## config.mk

```make
export PLATFORM = sky130hd
export DESIGN_NAME = satalnk_rmcont_wide
export DESIGN_NICKNAME = d
export VERILOG_FILES = /design/src/rtl/satalnk_rmcont_wide_pkg.sv /design/src/rtl/satalnk_rmcont_wide_lane.sv /design/src/rtl/satalnk_rmcont_wide.sv
export SDC_FILE = /design/constraint.sdc
export NUM_CORES = 1
export LEC_CHECK = 0
export ABC_AREA = 0
export BUFFER_PORTS_ARGS = -buffer_cell sky130_fd_sc_hd__buf_2
export CORE_MARGIN = 3
export CORE_UTILIZATION = 29
export DETAILED_ROUTE_END_ITERATION = 16
export RECOVER_POWER = 50
export SETUP_SLACK_MARGIN = 0.15
export SYNTH_ARGS = -nofsm -noshare
export SYNTH_HDL_FRONTEND = slang
export SYNTH_SLANG_ARGS = --single-unit
```

## constraint.sdc

```tcl
create_clock -name i_clk -period 11.2 [get_ports i_clk]
set_input_delay 1.68 -clock i_clk [delete_from_list [all_inputs] [get_ports i_clk]]
set_output_delay 1.68 -clock i_clk [all_outputs]
set_load 0.005 [all_outputs]
```

## src/rtl/satalnk_rmcont_wide_pkg.sv

```systemverilog
// Shared SATA primitive constants and lane classification for satalnk_rmcont_wide.
// Each primitive is a 33-bit {primitive flag, 32-bit dword} value.
package satalnk_rmcont_wide_pkg;

  localparam logic [32:0] P_ALIGN   = {1'b1, 32'h7B4A_4ABC};
  localparam logic [32:0] P_CONT    = {1'b1, 32'h9999_AA7C};
  localparam logic [32:0] P_SYNC    = {1'b1, 32'hB5B5_957C};
  localparam logic [32:0] P_HOLD    = {1'b1, 32'hD5D5_AA7C};
  localparam logic [32:0] P_HOLDA   = {1'b1, 32'h9595_AA7C};
  localparam logic [32:0] P_R_RDY   = {1'b1, 32'h4A4A_957C};
  localparam logic [32:0] P_X_RDY   = {1'b1, 32'h5757_B57C};
  localparam logic [32:0] P_R_IP    = {1'b1, 32'h5555_B57C};
  localparam logic [32:0] P_R_OK    = {1'b1, 32'h3535_B57C};
  localparam logic [32:0] P_R_ERR   = {1'b1, 32'h5656_B57C};
  localparam logic [32:0] P_SOF     = {1'b1, 32'h3737_B57C};
  localparam logic [32:0] P_EOF     = {1'b1, 32'hD5D5_B57C};
  localparam logic [32:0] P_WTRM    = {1'b1, 32'h5858_B57C};
  localparam logic [32:0] P_DMAT    = {1'b1, 32'h3636_B57C};
  localparam logic [32:0] P_PMREQ_P = {1'b1, 32'h1717_B57C};
  localparam logic [32:0] P_PMREQ_S = {1'b1, 32'h7575_957C};
  localparam logic [32:0] P_PMACK   = {1'b1, 32'h9595_957C};
  localparam logic [32:0] P_PMNAK   = {1'b1, 32'hF5F5_957C};

  typedef enum logic [1:0] {
    CLS_CONT  = 2'd0,
    CLS_ALIGN = 2'd1,
    CLS_PRIM  = 2'd2,
    CLS_DATA  = 2'd3
  } lane_class_e;

  // Classify one received word; CONT and ALIGN need the primitive flag set.
  function automatic lane_class_e classify(input logic prim, input logic [31:0] data);
    lane_class_e cls;
    if ({prim, data} == P_CONT) begin
      cls = CLS_CONT;
    end else if ({prim, data} == P_ALIGN) begin
      cls = CLS_ALIGN;
    end else if (prim) begin
      cls = CLS_PRIM;
    end else begin
      cls = CLS_DATA;
    end
    return cls;
  endfunction

endpackage

```

## src/rtl/satalnk_rmcont_wide_lane.sv

```systemverilog
// One combinational CONT-removal step for a single 32-bit lane.
// Optional feature macro: SATALNK_RMCONT_REPEAT_EN (CONT/junk lanes kept as primitive repeats).
module satalnk_rmcont_lane
  import satalnk_rmcont_wide_pkg::*;
#(
  parameter int OPT_DROP_ALIGN = 1
) (
  input  logic        i_active,
  input  logic [31:0] i_last,
  input  logic        i_last_vld,
  input  logic        i_prim,
  input  logic [31:0] i_data,
  output logic        o_active,
  output logic [31:0] o_last,
  output logic        o_last_vld,
  output logic        o_keep,
  output logic        o_prim,
  output logic [31:0] o_data,
  output logic        o_orphan,
  output logic        o_count
);

`ifdef SATALNK_RMCONT_REPEAT_EN
  localparam logic REPEAT_KEEP = 1'b1;
`else
  localparam logic REPEAT_KEEP = 1'b0;
`endif

  logic w_align_keep;
  assign w_align_keep = (OPT_DROP_ALIGN == 0) ? 1'b1 : 1'b0;

  // Next state and output word for this lane given the state left by older lanes.
  always_comb begin
    o_active   = i_active;
    o_last     = i_last;
    o_last_vld = i_last_vld;
    o_keep     = 1'b1;
    o_prim     = i_prim;
    o_data     = i_data;
    o_orphan   = 1'b0;
    o_count    = 1'b0;
    case (classify(i_prim, i_data))
      CLS_CONT: begin
        if (i_last_vld) begin
          o_active = 1'b1;
          o_keep   = REPEAT_KEEP;
          o_count  = ~REPEAT_KEEP;
          o_prim   = 1'b1;
          o_data   = i_last;
        end else begin
          // Nothing legal to repeat: report it and drop the word.
          o_keep   = 1'b0;
          o_count  = 1'b1;
          o_prim   = 1'b0;
          o_data   = 32'h0000_0000;
          o_orphan = 1'b1;
        end
      end
      CLS_ALIGN: begin
        // ALIGN is transparent to the run state; a dropped ALIGN is not counted.
        o_keep = w_align_keep;
      end
      CLS_PRIM: begin
        o_active   = 1'b0;
        o_last     = i_data;
        o_last_vld = 1'b1;
      end
      CLS_DATA: begin
        if (i_active) begin
          // Scrambled filler inside a CONT run stands for the repeated primitive.
          o_keep  = REPEAT_KEEP;
          o_count = ~REPEAT_KEEP;
          o_prim  = 1'b1;
          o_data  = i_last;
        end else begin
          o_last_vld = 1'b0;
        end
      end
      default: begin
        o_keep = 1'b1;
      end
    endcase
  end

endmodule

```

## src/rtl/satalnk_rmcont_wide.sv

```systemverilog
// Multi-lane receive CONT removal: chains NLANES lane steps per beat and
// holds run state, registered outputs and the saturating dropped-word counter.
// Optional feature macro: SATALNK_RMCONT_REPEAT_EN (handled in the lane step).
module satalnk_rmcont_wide
  import satalnk_rmcont_wide_pkg::*;
#(
  parameter int NLANES         = 2,
  parameter int CW             = 16,
  parameter int OPT_DROP_ALIGN = 1
) (
  input  logic                 i_clk,
  input  logic                 i_reset,
  input  logic                 i_valid,
  input  logic [NLANES-1:0]    i_primitive,
  input  logic [32*NLANES-1:0] i_data,
  output logic                 o_valid,
  output logic [NLANES-1:0]    o_keep,
  output logic [NLANES-1:0]    o_primitive,
  output logic [32*NLANES-1:0] o_data,
  output logic                 o_err_orphan,
  output logic [CW-1:0]        o_dropped
);

  logic [NLANES:0]             w_active;
  logic [NLANES:0]             w_last_vld;
  logic [NLANES:0][31:0]       w_last;
  logic [NLANES-1:0]           w_keep;
  logic [NLANES-1:0]           w_prim;
  logic [NLANES-1:0]           w_orphan;
  logic [NLANES-1:0]           w_count;
  logic [NLANES-1:0][31:0]     w_data;
  logic [CW+2:0]               w_add;
  logic [CW+2:0]               w_sum;
  logic [CW-1:0]               w_dropped_next;

  logic                        r_active;
  logic [31:0]                 r_last;
  logic                        r_last_vld;
  logic                        r_valid;
  logic [NLANES-1:0]           r_keep;
  logic [NLANES-1:0]           r_prim;
  logic [32*NLANES-1:0]        r_data;
  logic                        r_orphan;
  logic [CW-1:0]               r_dropped;

  assign w_active[0]   = r_active;
  assign w_last[0]     = r_last;
  assign w_last_vld[0] = r_last_vld;

  // Lane 0 is the oldest word; each lane sees the state left by the lanes before it.
  for (genvar k = 0; k < NLANES; k++) begin : g_lane
    satalnk_rmcont_lane #(
      .OPT_DROP_ALIGN(OPT_DROP_ALIGN)
    ) u_lane (
      .i_active   (w_active[k]),
      .i_last     (w_last[k]),
      .i_last_vld (w_last_vld[k]),
      .i_prim     (i_primitive[k]),
      .i_data     (i_data[32*k +: 32]),
      .o_active   (w_active[k+1]),
      .o_last     (w_last[k+1]),
      .o_last_vld (w_last_vld[k+1]),
      .o_keep     (w_keep[k]),
      .o_prim     (w_prim[k]),
      .o_data     (w_data[k]),
      .o_orphan   (w_orphan[k]),
      .o_count    (w_count[k])
    );
  end

  // Add this beat's suppressed lanes with headroom, then clamp at all-ones.
  always_comb begin
    w_add = {(CW+3){1'b0}};
    for (int k = 0; k < NLANES; k++) begin
      w_add = w_add + {{(CW+2){1'b0}}, w_count[k]};
    end
    w_sum = {3'b000, r_dropped} + w_add;
    if (w_sum > {3'b000, {CW{1'b1}}}) begin
      w_dropped_next = {CW{1'b1}};
    end else begin
      w_dropped_next = w_sum[CW-1:0];
    end
  end

  // Run state, output registers and counter; idle beats leave state untouched.
  always_ff @(posedge i_clk) begin
    if (i_reset) begin
      r_active   <= 1'b0;
      r_last     <= 32'h0000_0000;
      r_last_vld <= 1'b0;
      r_valid    <= 1'b0;
      r_keep     <= {NLANES{1'b0}};
      r_prim     <= {NLANES{1'b0}};
      r_data     <= {(32*NLANES){1'b0}};
      r_orphan   <= 1'b0;
      r_dropped  <= {CW{1'b0}};
    end else begin
      r_valid <= i_valid;
      r_prim  <= w_prim;
      r_data  <= w_data;
      if (i_valid) begin
        r_active   <= w_active[NLANES];
        r_last     <= w_last[NLANES];
        r_last_vld <= w_last_vld[NLANES];
        r_keep     <= w_keep;
        r_orphan   <= |w_orphan;
        r_dropped  <= w_dropped_next;
      end else begin
        r_keep   <= {NLANES{1'b0}};
        r_orphan <= 1'b0;
      end
    end
  end

  assign o_valid      = r_valid;
  assign o_keep       = r_keep;
  assign o_primitive  = r_prim;
  assign o_data       = r_data;
  assign o_err_orphan = r_orphan;
  assign o_dropped    = r_dropped;

endmodule

```

==> run summary, run 1 <==
The flow ran to the end, but the final reports show violations. The final reports fail on max-capacitance violations, max-slew violations. Global routing used 18.2% of the available tracks across all layers. At the end of the flow the core is filled with cells to 37.9%. In the synthesized netlist the dominant register cell turns out to be sky130_fd_sc_hd__dfxtp_1. In this run, synthesis produced a sequential element count of 120.

For the post-CTS setup repair buffer count, the log shows 0. The repair_antennas step left the layout with diodes totalling 0. The floorplan has 49 rows. The detailed router finished its first iteration with 298 violations.

Clock-pin slew was measured on the worst setup and hold paths at 0.05 ns. In this run the mean area of a mapped cell was 9.38 um^2. The area of the die came out at 20,700 um^2.

Registers take 2400 um^2. For the finished layout, the period the worst path requires is 5.49 ns. The run gives 0.476 ns as the worst hold margin.

The run gives 0.00671 ns as the clock tree skew after final layout. Entering global routing, the biggest net connects 80 pins. The via count of the first global-routing pass is 5,096, and the data required time at the worst endpoint is 11.46 ns. The maximum fanout count along the critical path is 45, and the power density over the cells is 169 nW/um^2. The count of flip-flops with a built-in enable after synthesis is 0. Layout overhead on the synthesized area: 25.9%.

The count of fill cells added during filler insertion is 1,863. The library cells used most frequently in the layout, excluding fill and tap cells, are 120 x sky130_fd_sc_hd__dfxtp_1, 101 x sky130_fd_sc_hd__buf_2, 58 x sky130_fd_sc_hd__o2bb2ai_1, 55 x sky130_fd_sc_hd__clkbuf_1, 44 x sky130_fd_sc_hd__nor2_1. The library cell used most frequently in the layout, excluding fill and tap cells, is sky130_fd_sc_hd__dfxtp_1. In the synthesized netlist, the number of instances is 589. Internal reg-to-reg setup slack: 7.53 ns. After detailed routing, the number of remaining DRC violations is 0.

The core box area came out at 18,300 um^2. The number of max-slew violations in the final report is 46, and the max-capacitance violation count is 1. The Yosys warning count is 0.

Setup repair after global routing left no endpoint under its margin. The remaining max-slew budget at the tightest pin was -59.3%. The sequential cell area fraction in the yosys report came out at 43.5%. The die span in x is 144 um, and the setup TNS is 0 ns. The fraction of registers with async set/reset came out at 0%. The tools report the deepest level of the CTS H-tree as 4. For this run, the detailed router's first-pass iteration total came to 5. For the worst-skew pair, the clock arrives at the later sink with an insertion delay of 0.42 ns.

The number of gates resized after CTS was 0. 155 I/O pins were placed. The post-route netlist has 21.6% of its cells at a drive strength greater than 1. The run gives 2760 um^2 as the footprint of the multi-input gates.

The tools report the number of antenna violations at the first check in global routing as 1. By startpoint and endpoint, the worst setup path is classified as in -> reg. Data on the critical path arrives at its endpoint at 5.75 ns.

In this run, post-CTS hold repair placed 0 buffers. Setup violations remaining at the end of the flow were counted as 0. The number of buffers added by the clock tree synthesis step is 17. The overall via count from detail_route was 5,313. The maximum clock rate is 182 MHz, and the height of the chip is 144 um. The initial core utilization is 30.1%. The class of the tightest hold or removal check is reg -> reg. The clock net sink count is 120, and the worst voltage drop across the vdd grid is 0.107 mV. The largest buffer count on any clock path is 2, and the post-detailed-placement half-perimeter wirelength is 12,800 um.

The final-stage net count was 790; the number of buffer cells added on primary ports was 154. Counting every net in the synthesized netlist gives 660. Detailed-route vias per instance: 5.53. At the pin with the least slew margin, the transition time is 2.39 ns. After detailed routing, the average wire length per cell comes to 19.7 um.

Summed over all layers, the global routing overflow is 0. The wire length of the first global-routing pass was 29,300 um. The worst setup path is launched from a primary input. Summed over all cells, the static leakage comes to 2.72 nW. The tools report the post-synthesis cell type count as 59. The count of nets left with antenna violations once routing finished came out at 0.

The count of final hold-check violations is 0. The master cell of the clock root buffer is sky130_fd_sc_hd__clkbuf_16. TritonCTS built the clock tree.

After detailed routing, the total wire length is 18,900 um. The post-synthesis cell area was 5530 um^2; the final worst-path cycle share was 49.0%. Routability-driven placement finished with a final weighted congestion of 0.807. The tools report the element type at the critical path end as a flop.
==> cell families (layout without fill, tap and decap cells) <==
logic type / after synthesis / in the layout / synth area share (%)
multiplexers: 28 / 28 / 5.07
AND/OR/NAND/NOR: 137 / 137 / 14.0
flip-flops: 120 / 120 / 43.5
AO/OA/AOI/OAI: 215 / 215 / 30.2
buffers and inverters: 87 / 229 / 6.66
adder cells (fa/ha/maj): 2 / 2 / 0.589
==> power by group <==
| part | switching (mW) | leakage, nW | internal (mW) | total, mW |
|---|---|---|---|---|
| clock | 0.195 | 0.300 | 0.381 | 0.576 |
| combinational | 0.0769 | 1.43 | 0.0534 | 0.130 |
| sequential | 0.0148 | 0.996 | 0.454 | 0.469 |
==> cell usage after synthesis, drive strengths merged (4+ instances only) <==
| master | instances | area [um^2] |
|---|---|---|
| mux2i | 28 | 280 |
| or4 | 6 | 45.0 |
| a31oi | 4 | 25.0 |
| o21ai | 10 | 57.6 |
| o2bb2ai | 60 | 538 |
| clkbuf | 31 | 116 |
| o221ai | 5 | 43.8 |
| dfxtp | 120 | 2400 |
| nand3 | 16 | 80.1 |
| a221oi | 28 | 258 |
| nand4bb | 4 | 45.0 |
| o21a | 4 | 30.0 |
| nand4b | 6 | 52.6 |
| a22oi | 38 | 290 |
| nand2 | 18 | 67.6 |
| or4b | 4 | 43.8 |
| buf | 21 | 120 |
| a311oi | 4 | 35.0 |
| or2 | 4 | 25.0 |
| inv | 35 | 131 |
| a21oi | 40 | 200 |
| nor3 | 12 | 65.1 |
| nor4 | 5 | 52.6 |
| a211o | 4 | 35.0 |
| nor2 | 45 | 169 |
==> path summary, 6_finish.rpt <==
check	from	endpoint	depth (start not counted)
worst min register to register	r_last[29]	r_last[29]	2
worst min-delay path	r_last[29]	r_last[29]	2
worst max register to register	r_active	o_dropped[14]	12
worst max-delay path	i_valid	o_dropped[14]	7
==> area by class of cell <==
type | count | area share (%)
multi-input cells | 382 | 39.6
well taps | 229 | 4.12
repair buffers | 163 | 11.0
inverters | 35 | 1.89
clock inverters | 9 | 2.12
flip-flops and latches | 120 | 34.5
clock buffers | 22 | 6.67
==> layer usage <==
layer	global-route usage, %	vias up	wire length, um
li1	-	2517	-
met4	5.05	2	263
met1	24.8	2561	8620
met2	28.3	212	8620
met5	0	-	13
met3	4.96	21	1400
==> registers in the layout, summed over array words and instances (netlist names) <==
| register | flops |
|---|---|
| o_data | 64 |
| r_last | 32 |
| o_dropped | 16 |
| o_keep | 2 |
| o_primitive | 2 |
| o_err_orphan | 1 |
| o_valid | 1 |
| r_active | 1 |
| r_last_vld | 1 |
==> critical path, stage by stage <==
cell	delay [ns]
sky130_fd_sc_hd__buf_2	0.07
sky130_fd_sc_hd__clkbuf_1	1.69
sky130_fd_sc_hd__inv_1	0.86
sky130_fd_sc_hd__a41oi_1	0.97
sky130_fd_sc_hd__o21ai_0	0.20
sky130_fd_sc_hd__a21oi_1	0.19
sky130_fd_sc_hd__a211oi_1	0.07
==> through the flow <==
step           setup WS, ns  total power [mW]  instance area [um^2]  cells
2_1_floorplan          6.04             0.550                  5530    589
3_3_place_gp           5.64             0.609                  6420    929
3_5_place_dp           5.48             0.610                  6420    929
4_1_cts                5.90              1.19                  7040    960
5_1_grt                5.16              1.22                  6960    960
6_report               5.71              1.17                  6960    960
No activity file was read; power rests on OpenSTA's default activity.
==> inputs of run 2 (changes only) <==
Clock period 11.2 ns to 5.25 ns, I/O delays scaled along.
==> run 2 against run 1 <==
The run still ends with max-capacitance violations, max-slew violations left. Clock power is 120% higher. Largest power group unchanged. Register-to-register slack worse by 6.0 ns. Sequential share of layout area is 0.25 points lower. Global-route usage is 0.13 points higher. Highest routed layer unchanged. First-iteration DRC count is 8.1% higher. Power is 120% higher. Die area stayed put.
==> run summary, run 2 (same netlist as run 1, synthesis figures left out) <==
The height of the chip is 144 um (unchanged). For the number of placement rows, the log shows 49 (unchanged). The run gives 2 (unchanged) as the largest buffer count on any clock path. The aggregate global-route resource usage is 18.3% (+0.13 points), and the number of buffers added by the clock tree synthesis step is 17 (unchanged). For the count of final hold-check violations, the log shows 0 (unchanged). The last weighted congestion value of the routability-driven placer is 0.831 (+2.9%). The antenna violation net count after detailed routing is 0 (unchanged). The final reports fail on max-capacitance violations, max-slew violations. The overall via count from detail_route was 5,290 (-0.43%). The most common cell after layout, fill and taps aside is sky130_fd_sc_hd__dfxtp_1. The flip-flop count of the largest register after layout was 64 (unchanged); the critical path data arrival time was 4.90 ns (-0.85 ns).

The number of failing setup endpoints in the final timing report is 0 (unchanged). For the violation count after the first detailed-routing iteration, the log shows 322 (+8.1%). The master cell of the clock root buffer is sky130_fd_sc_hd__clkbuf_16.

The tools report the core box area as 18,300 um^2 (unchanged). The tools report the number of antenna violations at the first check in global routing as 2 (+1). The routed length per instance works out to 19.6 um (-0.75%).

The tools report the number of max-slew violations in the final report as 82 (+78%). Setup repair after global routing left no endpoint under its margin. The final worst-path cycle share was 88.0%; the I/O pin total was 155 (unchanged).

The die span in x came out at 144 um (unchanged). The launch instance of the worst register-to-register path is r_active. The run finished, with violations left.

Data required time at the worst endpoint: 5.53 ns (-5.93 ns). For this run, the top clock speed supported by timing is 216 MHz. For the max-capacitance violation count, the log shows 2 (+1). The tightest min-delay check is of the reg -> reg type. The sum of routed wire length over all layers was 18,900 um (-0.23%).

For the worst voltage drop across the vdd grid, the log shows 0.219 mV (+100%). The DRC violations left is 0 (unchanged). The final-stage net count is 793 (+0.38%).

By startpoint and endpoint, the worst setup path is classified as in -> reg. Internal reg-to-reg setup slack: 1.56 ns (-5.97 ns). The setup TNS is 0 ns (unchanged).

The total leakage power is 2.74 nW (+0.53%), and the wire length of the first global-routing pass is 29,400 um (+0.38%). The initial core utilization was 30.1% (unchanged); the number of hold-repair buffers added at the cts stage was 0 (unchanged). Element type at the critical path end: a flop. The clock net sink count is 120 (unchanged). The leftover overflow at the end of global routing was 0 (unchanged); the number of gates resized after cts was 0 (unchanged). The post-detailed-placement half-perimeter wirelength is 12,800 um (+0.14%), and the layout overhead on the synthesized area is 26.8%. The run gives -65.0% (-5.7 points) as the remaining max-slew budget at the tightest pin.

The tools report the via count of the first global-routing pass as 5,102 (+0.12%). For the finished layout, the period the worst path requires is 4.62 ns. The final design instance area without fill came out at 7010 um^2 (+0.72%). Worst setup path startpoint: i_reset. The logs give 1,911 (+2.6%) for the count of fill cells added during filler insertion and 5 (unchanged) for the first-pass iteration count of the detailed router. The share of layout cells above drive strength 1 was 22.4% (+0.83 points); the cell area after placement was 6450 um^2 (+0.35%). The pin count of the biggest net entering global routing came out at 58 (-28%). The startpoint identified for the worst hold timing path is r_last[29].

Number of buffer cells added on primary ports: 154 (unchanged). The deepest level of the CTS H-tree came out at 4 (unchanged). Detailed-route vias per instance: 5.48 (-0.95%). The clock slew at the register clock pins of the worst setup and hold paths works out to 0.06 ns (about the same).

The logs give 0.42 ns (about the same) for the source-to-sink clock delay at the later pin of the worst-skew pair and 2.54 mW (+120%) for the power consumption. The top cell types in the final layout, fill and taps aside, are 120 x sky130_fd_sc_hd__dfxtp_1, 101 x sky130_fd_sc_hd__buf_2, 58 x sky130_fd_sc_hd__o2bb2ai_1, 53 x sky130_fd_sc_hd__clkbuf_1, 44 x sky130_fd_sc_hd__nor2_1. TritonCTS built the clock tree. The maximum fanout count along the critical path is 48 (+6.7%), and the pin slew with the least headroom to its limit is 2.47 ns (+0.0851 ns). The post-CTS setup repair buffer count is 0 (unchanged), and the area of the die is 20,700 um^2 (unchanged). The clock tree skew after final layout came out at 0.00754 ns (+0.000834 ns). The power density over the cells is 362 nW/um^2 (+110%). The worst setup path is launched from a primary input.
==> run 2: layout make-up <==
class | instances | area, um^2 | area share (%)
well taps | 229 | 287 | 4.09
clock buffers | 20 | 457 | 6.52
clock inverters | 12 | 174 | 2.48
inverters | 35 | 131 | 1.88
diodes | 1 | 2.50 | 0.0357
repair buffers | 166 | 791 | 11.3
flip-flops and latches | 120 | 2400 | 34.3
multi-input cells | 382 | 2760 | 39.4
==> run 2: worst paths after layout <==
kind	endpoint	cells after the start
worst min-delay path	r_last[29]	2
worst max register to register	o_dropped[14]	12
worst min register to register	r_last[29]	2
worst max-delay path	o_data[57]	5
==> run 2: critical path: stages <==
cell,delay (ns)
sky130_fd_sc_hd__clkbuf_1,1.73
sky130_fd_sc_hd__inv_1,0.82
sky130_fd_sc_hd__o21ai_1,0.97
sky130_fd_sc_hd__buf_4,0.44
sky130_fd_sc_hd__o2bb2ai_1,0.14
==> run 2: per-stage QoR <==
| step | hold slack, ns | util [%] | cells | setup WS [ns] |
|---|---|---|---|---|
| after floorplan | 0.454 | - | 589 | 0.979 |
| after global placement | 0.466 | 35.2 | 932 | 0.583 |
| after detailed placement | 0.475 | 35.2 | 932 | 0.444 |
| after CTS | 0.483 | 38.6 | 964 | 0.886 |
| after global routing | 0.505 | 38.2 | 964 | 0.300 |
| final | 0.482 | 38.2 | 965 | 0.630 |
==> run 2: layer usage <==
metal	track usage [%]	routed length [um]	vias up
li1	-	-	2530
met2	27.6	8430	219
met4	4.71	156	4
met3	5.42	1390	18
met1	25.7	8880	2519
met5	0	27	-
==> run 2: where the power goes <==
group | total (mW) | switching, mW | internal [mW] | leakage, nW
Combinational | 0.279 | 0.163 | 0.115 | 1.44
Clock | 1.26 | 0.440 | 0.817 | 0.298
Sequential | 1.00 | 0.0317 | 0.968 | 0.996
